--- config.mk ---
export PLATFORM = sky130hd
export DESIGN_NAME = dmi_arbiter_flat
export DESIGN_NICKNAME = d
export VERILOG_FILES = /design/src/rtl/dmi_arbiter_if.sv /design/src/rtl/dmi_arbiter.sv /design/src/flat_wrapper.sv
export SDC_FILE = /design/constraint.sdc
export NUM_CORES = 1
export LEC_CHECK = 0
export BUFFER_PORTS_ARGS = -buffer_cell sky130_fd_sc_hd__clkbuf_2
export CORE_UTILIZATION = 43
export DETAILED_ROUTE_END_ITERATION = 12
export PLACE_DENSITY = 0.79
export SLEW_MARGIN = 20
export SYNTH_ARGS = -nofsm -noshare
export SYNTH_HDL_FRONTEND = slang
export SYNTH_SLANG_ARGS = --single-unit
export TNS_END_PERCENT = 20
--- constraint.sdc ---
create_clock -name clk_i -period 1.85 [get_ports clk_i]
set_input_delay 0.37 -clock clk_i [delete_from_list [all_inputs] [get_ports clk_i]]
set_output_delay 0.37 -clock clk_i [all_outputs]
set_load 0.05 [all_outputs]
--- src/rtl/dmi_arbiter_if.sv ---
// Requester and DM register-bus signals shared by the arbiter and its environment.
// The slave modport is the arbiter side; the master modport is the requester/DM side.
interface dmi_arbiter_if #(
    parameter int ADDR_W = 7,
    parameter int DATA_W = 32
);
    logic              r0_req_i;
    logic              r0_we_i;
    logic [ADDR_W-1:0] r0_addr_i;
    logic [DATA_W-1:0] r0_wdata_i;
    logic              r0_gnt_o;
    logic              r0_rvalid_o;
    logic [DATA_W-1:0] r0_rdata_o;
    logic              r0_err_o;

    logic              r1_req_i;
    logic              r1_we_i;
    logic [ADDR_W-1:0] r1_addr_i;
    logic [DATA_W-1:0] r1_wdata_i;
    logic              r1_gnt_o;
    logic              r1_rvalid_o;
    logic [DATA_W-1:0] r1_rdata_o;
    logic              r1_err_o;

    logic              dm_req_o;
    logic              dm_we_o;
    logic [ADDR_W-1:0] dm_addr_o;
    logic [DATA_W-1:0] dm_wdata_o;
    logic              dm_ack_i;
    logic [DATA_W-1:0] dm_rdata_i;
    logic              dm_err_i;
    logic              busy_o;

    modport slave (
        input  r0_req_i, r0_we_i, r0_addr_i, r0_wdata_i,
        output r0_gnt_o, r0_rvalid_o, r0_rdata_o, r0_err_o,
        input  r1_req_i, r1_we_i, r1_addr_i, r1_wdata_i,
        output r1_gnt_o, r1_rvalid_o, r1_rdata_o, r1_err_o,
        output dm_req_o, dm_we_o, dm_addr_o, dm_wdata_o,
        input  dm_ack_i, dm_rdata_i, dm_err_i,
        output busy_o
    );

    modport master (
        output r0_req_i, r0_we_i, r0_addr_i, r0_wdata_i,
        input  r0_gnt_o, r0_rvalid_o, r0_rdata_o, r0_err_o,
        output r1_req_i, r1_we_i, r1_addr_i, r1_wdata_i,
        input  r1_gnt_o, r1_rvalid_o, r1_rdata_o, r1_err_o,
        input  dm_req_o, dm_we_o, dm_addr_o, dm_wdata_o,
        output dm_ack_i, dm_rdata_i, dm_err_i,
        input  busy_o
    );
endinterface

--- src/rtl/dmi_arbiter.sv ---
// Round-robin arbiter sharing the DM register bus between DMI and system debug port, one access in flight.
// Latency gnt->rvalid = 2 + ack delay; requests are only looked at in IDLE, hung DM accesses time out to an error.
module dmi_arbiter #(
    parameter int ADDR_W  = 7,
    parameter int DATA_W  = 32,
    parameter int TIMEOUT = 256
) (
    input  logic         clk_i,
    input  logic         rstn_i,
    dmi_arbiter_if.slave bus
);
    typedef enum logic [1:0] {IDLE, ISSUE, RESP} state_e;

    localparam logic [15:0] CNT_LAST = 16'(TIMEOUT - 1);

    state_e            state_q, state_d;
    logic              last_owner_q, last_owner_d;
    logic              owner_q, owner_d;
    logic [15:0]       cnt_q, cnt_d;
    logic              dm_we_q, dm_we_d;
    logic [ADDR_W-1:0] dm_addr_q, dm_addr_d;
    logic [DATA_W-1:0] dm_wdata_q, dm_wdata_d;
    logic [DATA_W-1:0] r0_rdata_q, r0_rdata_d;
    logic [DATA_W-1:0] r1_rdata_q, r1_rdata_d;
    logic              r0_err_q, r0_err_d;
    logic              r1_err_q, r1_err_d;

    logic              winner;
    logic              gnt0, gnt1;
    logic              resp_vld;
    logic [DATA_W-1:0] resp_dat;
    logic              resp_err;

    // Under contention the requester that did not go last wins, so grants alternate.
    always_comb begin
        if (bus.r0_req_i && bus.r1_req_i) begin
            winner = ~last_owner_q;
        end else begin
            winner = bus.r1_req_i && !bus.r0_req_i;
        end
    end

    always_comb begin
        state_d      = state_q;
        last_owner_d = last_owner_q;
        owner_d      = owner_q;
        cnt_d        = cnt_q;
        dm_we_d      = dm_we_q;
        dm_addr_d    = dm_addr_q;
        dm_wdata_d   = dm_wdata_q;
        r0_rdata_d   = r0_rdata_q;
        r1_rdata_d   = r1_rdata_q;
        r0_err_d     = r0_err_q;
        r1_err_d     = r1_err_q;
        gnt0         = 1'b0;
        gnt1         = 1'b0;
        resp_vld     = 1'b0;
        resp_dat     = '0;
        resp_err     = 1'b0;

        case (state_q)
            IDLE: begin
                if (bus.r0_req_i || bus.r1_req_i) begin
                    gnt0         = !winner;
                    gnt1         = winner;
                    owner_d      = winner;
                    last_owner_d = winner;
                    cnt_d        = '0;
                    dm_we_d      = winner ? bus.r1_we_i    : bus.r0_we_i;
                    dm_addr_d    = winner ? bus.r1_addr_i  : bus.r0_addr_i;
                    dm_wdata_d   = winner ? bus.r1_wdata_i : bus.r0_wdata_i;
                    state_d      = ISSUE;
                end
            end
            ISSUE: begin
                // An ack on the last allowed cycle still wins over the timeout.
                if (bus.dm_ack_i) begin
                    resp_vld = 1'b1;
                    resp_dat = dm_we_q ? '0 : bus.dm_rdata_i;
                    resp_err = bus.dm_err_i;
                end else if (cnt_q == CNT_LAST) begin
                    resp_vld = 1'b1;
                    resp_err = 1'b1;
                end else begin
                    cnt_d = cnt_q + 16'd1;
                end
                if (resp_vld) begin
                    state_d = RESP;
                end
            end
            RESP: begin
                state_d = IDLE;
            end
            default: begin
                state_d = IDLE;
            end
        endcase

        // Load the owner's response registers on entry to RESP so they are visible with rvalid.
        if (resp_vld) begin
            if (owner_q) begin
                r1_rdata_d = resp_dat;
                r1_err_d   = resp_err;
            end else begin
                r0_rdata_d = resp_dat;
                r0_err_d   = resp_err;
            end
        end
    end

    always_ff @(posedge clk_i or negedge rstn_i) begin
        if (!rstn_i) begin
            state_q      <= IDLE;
            last_owner_q <= 1'b1;
            owner_q      <= 1'b0;
            cnt_q        <= '0;
            dm_we_q      <= 1'b0;
            dm_addr_q    <= '0;
            dm_wdata_q   <= '0;
            r0_rdata_q   <= '0;
            r1_rdata_q   <= '0;
            r0_err_q     <= 1'b0;
            r1_err_q     <= 1'b0;
        end else begin
            state_q      <= state_d;
            last_owner_q <= last_owner_d;
            owner_q      <= owner_d;
            cnt_q        <= cnt_d;
            dm_we_q      <= dm_we_d;
            dm_addr_q    <= dm_addr_d;
            dm_wdata_q   <= dm_wdata_d;
            r0_rdata_q   <= r0_rdata_d;
            r1_rdata_q   <= r1_rdata_d;
            r0_err_q     <= r0_err_d;
            r1_err_q     <= r1_err_d;
        end
    end

    assign bus.r0_gnt_o    = gnt0;
    assign bus.r1_gnt_o    = gnt1;
    assign bus.r0_rvalid_o = (state_q == RESP) && !owner_q;
    assign bus.r1_rvalid_o = (state_q == RESP) && owner_q;
    assign bus.r0_rdata_o  = r0_rdata_q;
    assign bus.r1_rdata_o  = r1_rdata_q;
    assign bus.r0_err_o    = r0_err_q;
    assign bus.r1_err_o    = r1_err_q;
    assign bus.dm_req_o    = (state_q == ISSUE);
    assign bus.dm_we_o     = dm_we_q;
    assign bus.dm_addr_o   = dm_addr_q;
    assign bus.dm_wdata_o  = dm_wdata_q;
    assign bus.busy_o      = (state_q != IDLE);
endmodule
--- src/flat_wrapper.sv ---
// flat-port wrapper written by rule: the top's interface ports become plain ports
module dmi_arbiter_flat 
#(
    parameter int ADDR_W  = 7,
    parameter int DATA_W  = 32,
    parameter int TIMEOUT = 256
)
  (clk_i, rstn_i, bus_r0_req_i, bus_r0_we_i, bus_r0_addr_i, bus_r0_wdata_i, bus_r0_gnt_o, bus_r0_rvalid_o, bus_r0_rdata_o, bus_r0_err_o, bus_r1_req_i, bus_r1_we_i, bus_r1_addr_i, bus_r1_wdata_i, bus_r1_gnt_o, bus_r1_rvalid_o, bus_r1_rdata_o, bus_r1_err_o, bus_dm_req_o, bus_dm_we_o, bus_dm_addr_o, bus_dm_wdata_o, bus_dm_ack_i, bus_dm_rdata_i, bus_dm_err_i, bus_busy_o);
  dmi_arbiter_if #(.ADDR_W(ADDR_W), .DATA_W(DATA_W)) bus_i ();
  input  logic clk_i;
  input  logic rstn_i;
  input wire logic [$bits(bus_i.r0_req_i)-1:0] bus_r0_req_i;
  input wire logic [$bits(bus_i.r0_we_i)-1:0] bus_r0_we_i;
  input wire logic [$bits(bus_i.r0_addr_i)-1:0] bus_r0_addr_i;
  input wire logic [$bits(bus_i.r0_wdata_i)-1:0] bus_r0_wdata_i;
  output wire logic [$bits(bus_i.r0_gnt_o)-1:0] bus_r0_gnt_o;
  output wire logic [$bits(bus_i.r0_rvalid_o)-1:0] bus_r0_rvalid_o;
  output wire logic [$bits(bus_i.r0_rdata_o)-1:0] bus_r0_rdata_o;
  output wire logic [$bits(bus_i.r0_err_o)-1:0] bus_r0_err_o;
  input wire logic [$bits(bus_i.r1_req_i)-1:0] bus_r1_req_i;
  input wire logic [$bits(bus_i.r1_we_i)-1:0] bus_r1_we_i;
  input wire logic [$bits(bus_i.r1_addr_i)-1:0] bus_r1_addr_i;
  input wire logic [$bits(bus_i.r1_wdata_i)-1:0] bus_r1_wdata_i;
  output wire logic [$bits(bus_i.r1_gnt_o)-1:0] bus_r1_gnt_o;
  output wire logic [$bits(bus_i.r1_rvalid_o)-1:0] bus_r1_rvalid_o;
  output wire logic [$bits(bus_i.r1_rdata_o)-1:0] bus_r1_rdata_o;
  output wire logic [$bits(bus_i.r1_err_o)-1:0] bus_r1_err_o;
  output wire logic [$bits(bus_i.dm_req_o)-1:0] bus_dm_req_o;
  output wire logic [$bits(bus_i.dm_we_o)-1:0] bus_dm_we_o;
  output wire logic [$bits(bus_i.dm_addr_o)-1:0] bus_dm_addr_o;
  output wire logic [$bits(bus_i.dm_wdata_o)-1:0] bus_dm_wdata_o;
  input wire logic [$bits(bus_i.dm_ack_i)-1:0] bus_dm_ack_i;
  input wire logic [$bits(bus_i.dm_rdata_i)-1:0] bus_dm_rdata_i;
  input wire logic [$bits(bus_i.dm_err_i)-1:0] bus_dm_err_i;
  output wire logic [$bits(bus_i.busy_o)-1:0] bus_busy_o;
  assign bus_i.r0_req_i = bus_r0_req_i;
  assign bus_i.r0_we_i = bus_r0_we_i;
  assign bus_i.r0_addr_i = bus_r0_addr_i;
  assign bus_i.r0_wdata_i = bus_r0_wdata_i;
  assign bus_r0_gnt_o = bus_i.r0_gnt_o;
  assign bus_r0_rvalid_o = bus_i.r0_rvalid_o;
  assign bus_r0_rdata_o = bus_i.r0_rdata_o;
  assign bus_r0_err_o = bus_i.r0_err_o;
  assign bus_i.r1_req_i = bus_r1_req_i;
  assign bus_i.r1_we_i = bus_r1_we_i;
  assign bus_i.r1_addr_i = bus_r1_addr_i;
  assign bus_i.r1_wdata_i = bus_r1_wdata_i;
  assign bus_r1_gnt_o = bus_i.r1_gnt_o;
  assign bus_r1_rvalid_o = bus_i.r1_rvalid_o;
  assign bus_r1_rdata_o = bus_i.r1_rdata_o;
  assign bus_r1_err_o = bus_i.r1_err_o;
  assign bus_dm_req_o = bus_i.dm_req_o;
  assign bus_dm_we_o = bus_i.dm_we_o;
  assign bus_dm_addr_o = bus_i.dm_addr_o;
  assign bus_dm_wdata_o = bus_i.dm_wdata_o;
  assign bus_i.dm_ack_i = bus_dm_ack_i;
  assign bus_i.dm_rdata_i = bus_dm_rdata_i;
  assign bus_i.dm_err_i = bus_dm_err_i;
  assign bus_busy_o = bus_i.busy_o;
  dmi_arbiter #(.ADDR_W(ADDR_W), .DATA_W(DATA_W), .TIMEOUT(TIMEOUT)) u_core (.clk_i(clk_i), .rstn_i(rstn_i), .bus(bus_i));
endmodule
Yosys cells after proc, flatten, opt, wreduce, memory -nomap -nowiden

Index checks and enable logic that the tools add are counted.

Output and inout bits: 112
Input port bits: 118
Bits in latches: 0
RAM bits: 0
Flip-flop bits (word level): 126
Memories kept: 0
Logic and storage cells: 61
Memory bits (read-only): 0

Div/mod/pow operators: 0
Multiply operators: 0
Reductions and logical operators: 16
Add/sub/neg operators: 1
Equality and inequality tests: 7
Bitwise logic cells: 2
Muxes and demuxes: 24
Shift-type cells: 0
Order comparisons: 0

Operators by type and width:

| operator              | count |
|---|---|
| $mux 32               | 4 |
| $mux 16               | 3 |
| $pmux 16 s2           | 1 |
| $add 16x1->16 const B | 1 |
| $eq 16x8->1 const B   | 1 |
| $mux 1                | 12 |
| $reduce_and 2->1      | 4 |
| $mux 7                | 1 |
| $logic_and 1x1->1     | 4 |
| $mux 2                | 2 |
| $ne 2x1->1 const B    | 2 |
| $ne 2x2->1 const B    | 2 |
| $pmux 2 s2            | 1 |
| $reduce_and 4->1      | 1 |
| $reduce_bool 2->1     | 2 |
| $logic_not 1->1       | 3 |
| $eq 2x1->1 const B    | 1 |
| $eq 2x2->1 const B    | 1 |
| $logic_not 2->1       | 1 |
| $not 1->1             | 2 |
| $logic_or 1x1->1      | 1 |

Logic depth before layout (Yosys ltp)

Word-level depth: 6
Depth in mapped cells: 8
Depth with buffers taken out: 6

Worst setup path before layout

Ideal clock, no wire load.

Path type: register to output
Start: reg u_core.state_q[0]
End: out bus_r0_rvalid_o
Required time: 1.480 ns
Slack: -0.084 ns
Stages on the path, launching flop included: 2
Path buffers: 0
Arrival time: 1.564 ns
Path through: dfrtp_1 -> nor3b_1

Cells in the longest elaborated chain, start to end: 2

RTL lines:

| item                     | line               | source |
|---|---|---|
| start: declaration       | dmi_arbiter.sv:16  | `state_e state_q, state_d;` |
| start signal: assignment | dmi_arbiter.sv:125 | `state_q <= state_d;` |
| $eq 2x2->1               | dmi_arbiter.sv:141 | `assign bus.r0_rvalid_o = (state_q == RESP) && !owner_q;` |
| $logic_and 1x1->1        | dmi_arbiter.sv:141 |  |
| end: declaration         | flat_wrapper.sv:17 | `output wire logic [$bits(bus_i.r0_rvalid_o)-1:0] bus_r0_rvalid_o;` |

Every way passes these cells.

Final worst setup path

Start: reg u_core.cnt_q[12]
End: reg u_core.r1_rdata_q[5], in the netlist u_core.bus.r1_rdata_o[5]

Cells in the longest elaborated chain, start to end: 6

RTL lines:

| item                       | line               | source |
|---|---|---|
| start: declaration         | dmi_arbiter.sv:19  | `logic [15:0] cnt_q, cnt_d;` |
| start signal: assignment   | dmi_arbiter.sv:128 | `cnt_q <= cnt_d;` |
| $eq 16x8->1                | dmi_arbiter.sv:81  | `end else if (cnt_q == CNT_LAST) begin` |
| $mux 1                     | dmi_arbiter.sv:81  |  |
| $mux 1                     | dmi_arbiter.sv:77  | `if (bus.dm_ack_i) begin` |
| $mux 1 (2 in a row)        | dmi_arbiter.sv:61  | `case (state_q)` |
| $reduce_and 2->1 (no line) | --                 |  |
| end signal: assignment     | dmi_arbiter.sv:133 | `r1_rdata_q <= r1_rdata_d;` |
| end: declaration           | dmi_arbiter.sv:24  | `logic [DATA_W-1:0] r1_rdata_q, r1_rdata_d;` |

Every way passes these cells. The select of a mux whose other input is x is not followed.
A chain may end at the register's enable or synchronous reset.

==> results.toml <==
[outcome]
status = "finished, final reports clean"

[timing]
worst_slack_ns = 0.0260
fin_crit_ns = 1.82
clock_skew_ns = 0.00833
fmax_mhz = 548
finalHoldViolCount = 0
worst_slew_pin_slew_ns = 0.529
slew_viol_final = 0
maxSlewHeadroom = 0.646
setup_violations = 0
fin_crit_sh = 0.986
rsz0062_at_grt = "yes"

[synthesis]
synth-xor-area-share = 0
yosysSeqAreaShare = 0.582
synth.distinct_cells = 56
yosysTopAreaCell = "dfrtp_1"
syn_nets = 538
ys_warn_count = 0
synth_top_family_by_area = "compound AO/OA/AOI/OAI gates"
synth_compound_area_frac = 0.303
ys_seq_elements = 126
synthArstFlopShare = 1.00
synth-simple-area-share = 0.0610
synthTopCellsByArea = "dfrtp_1 (58%), a32o_1 (12%), a22o_1 (6.1%)"
ys.flop_type = "dfrtp_1"
yosysMostFrequentCell = "dfrtp_1"
synth_edf_count = 0
synth_area_um2 = 5420
synth.area.mux_share = 0.00369
syn_inst = 419
yosys-top-cells-count = "dfrtp_1 (125), a32o_1 (64), a21o_1 (43)"
synthAdderAreaFrac = 0.00231
synth.avg_cell_area_um2 = 12.9
synth_top_area_share = 0.577

[placement]
gp_congestion = 0.845
dp_hpwl_um = 11100
pre_cts_slack_ns = -0.209
postPlaceCellArea_um2 = 6890
numPortBuffers = 229

[layout]
num_antenna_cells = 0
layout.nets = 783
area_growth_pct = 40.2
drive_above_1_share = 0.473
design_area_um2 = 7590

[drt]
highest-signal-layer = "met4"
wirelength_um = 15800
met2WireLength_um = 8060
routed_via_density = 5.78
drt_pass1_iterations = 7
drc = 0
met3_length_um = 1230
drtAntennaViolNets = 0
drt_iter0_drc = 402
wl_per_cell_um = 18.7
wl_met1_um = 6280
via_count = 4888

[die]
top_level_ports = 230
dieArea_um2 = 13100
start_util = 0.446
die_w_um = 114
core.rowCount = 40
die_y_um = 114
core-area_um2 = 12200

[pwr]
pwr-share-comb = 0.516
p_leak_nw = 4.03
seq_power_share = 0.279
p_clk_frac = 0.205
vdd_drop_max_mv = 1.80
p_sw_frac = 0.488
p_switching_mw = 8.14
p_per_area_nw_per_um2 = 2200
intPower_mw = 8.54

[cts]
cts.sinks = 126
clockBufferDepth = 2
cts_buffers = 17
htree_num_levels = 4
tritoncts = "built"
worstSkewPairLatency_ns = 0.41
ctsHoldBuffers = 0
root_buffer = "clkbuf_16"
cts.clk_slew.worst_paths_ns = 0.06

[critical_path]
crit_fanout = 33
startpoint = "u_core.cnt_q[12]$_DFFE_PN0P_"
arrival_ns = 2.11
worstPathRequired_ns = 2.14
cp_cell_sequence = "nor4_4 -> and4_4 -> buf_6 -> o21ai_4 -> buf_12 -> a32o_1"
critPathLaunchType = "flop"
worstSetupPathType = "flop to flop"
crit_slowest_cell = "dfrtp_1"
end_kind = "flop"
timing.rr.start = "u_core.cnt_q[12]$_DFFE_PN0P_"
critPathMaxStageDelay_ns = 0.42

[global_routing]
grt.total_usage = 0.254
grt_pass1_wl_um = 25100
grt_pass1_vias = 4852
grt_max_degree = 92
grt.overflow.total = 0
antenna_found_initial = 0

[hold_path]
holdCritPathClass = "input pin to asynchronous set/reset pin"

[job]
drv_cap = 0
[per-layer routing]
metal / global-route usage / vias up
met3: 0.0731 / 16
met5: 0 / -
met4: 0.0918 / 0
met1: 0.301 / 2433
met2: 0.438 / 261
li1: - / 2178
[timing repair]
| action | in CTS | in global routing |
|---|---|---|
| gates cloned | 1 | 0 |
| resized for setup | 12 | 4 |
| pin swaps | 3 | 4 |
| buffers inserted | 1 | 0 |
| endpoints found under the setup margin | 37 | 70 |
[worst paths after layout]
path                                                          to  slack [ns]  depth (start not counted)
max in group asynchronous        u_core.last_owner_q$_DFFE_PN1P_        1.45                          2
hold reg to reg            u_core.bus.r0_rdata_o[30]$_DFFE_PN0P_        0.49                          1
hold / removal             u_core.bus.r0_rdata_o[26]$_DFFE_PN0P_        0.02                          2
setup reg to reg            u_core.bus.r1_rdata_o[5]$_DFFE_PN0P_        0.03                          6
min in group clk_i         u_core.bus.dm_wdata_o[19]$_DFFE_PN0P_        0.16                          2
setup / recovery            u_core.bus.r1_rdata_o[5]$_DFFE_PN0P_        0.03                          6
[power groups by stage]
| stage | Clock [mW] | Combinational, mW | Sequential [mW] |
|---|---|---|---|
| after floorplan | 0 | 2.74 | 8.18 |
| after global placement | 0 | 8.34 | 4.61 |
| after detailed placement | 0 | 8.50 | 4.67 |
| after CTS | 3.49 | 8.63 | 4.66 |
| after global routing | 3.62 | 9.07 | 4.79 |
| final | 3.41 | 8.61 | 4.66 |
[layout by cell type, fill, tap and decap left out, types with 6 or more instances in the layout]
master,instances
buf_4,32
a32o_1,64
a22o_1,38
clkbuf_16,17
a31oi_1,6
nand3_1,6
nor2_1,8
a21o_1,43
clkbuf_2,225
dfrtp_1,125
nand2_1,12
[through the flow]
stage	total power [mW]	utilization	hold WS, ns	TNS [ns]	std cells
CTS	16.8	0.624	0.0185	-0.000591	845
floorplan	10.9	-	0.0744	-0.158	419
finish	16.7	0.624	0.0215	0	845
global placement	12.9	0.567	0.450	-2.21	811
global route	17.5	0.624	0.0398	-1.01	845
detailed placement	13.2	0.567	0.457	-4.40	811
[critical path: cells and delay by family, from the launching register on]
kind | cells | cell delay [ns]
flip-flops | 1 | 0.42
AND/OR/NAND/NOR | 2 | 0.65
buffers and inverters | 2 | 0.34
AO/OA/AOI/OAI | 2 | 0.28
[cell families after synthesis]
logic type / after synthesis
AO/OA/AOI/OAI: 186
adder cells (fa/ha/maj): 1
buffers and inverters: 48
flip-flops: 126
multiplexers: 2
AND/OR/NAND/NOR: 56
[cell type report]
type / count / area [um^2]
repair buffers: 266 / 1520
flip-flops and latches: 126 / 3150
inverters: 7 / 28.8
clock inverters: 14 / 183
well taps: 168 / 210
multi-input cells: 246 / 2070
clock buffers: 18 / 429
fillers: 965 / 4570
[registers in the layout (all words and copies together) (netlist names)]
name and flops:
u_core.bus.dm_addr_o 7, u_core.bus.r1_err_o 1, u_core.last_owner_q 1, u_core.bus.r0_rdata_o 32
u_core.owner_q 1, u_core.bus.dm_we_o 1, u_core.state_q 2, u_core.cnt_q 16
u_core.bus.dm_wdata_o 32, u_core.bus.r1_rdata_o 32, u_core.bus.r0_err_o 1
Power figures use the tool's default switching activity.
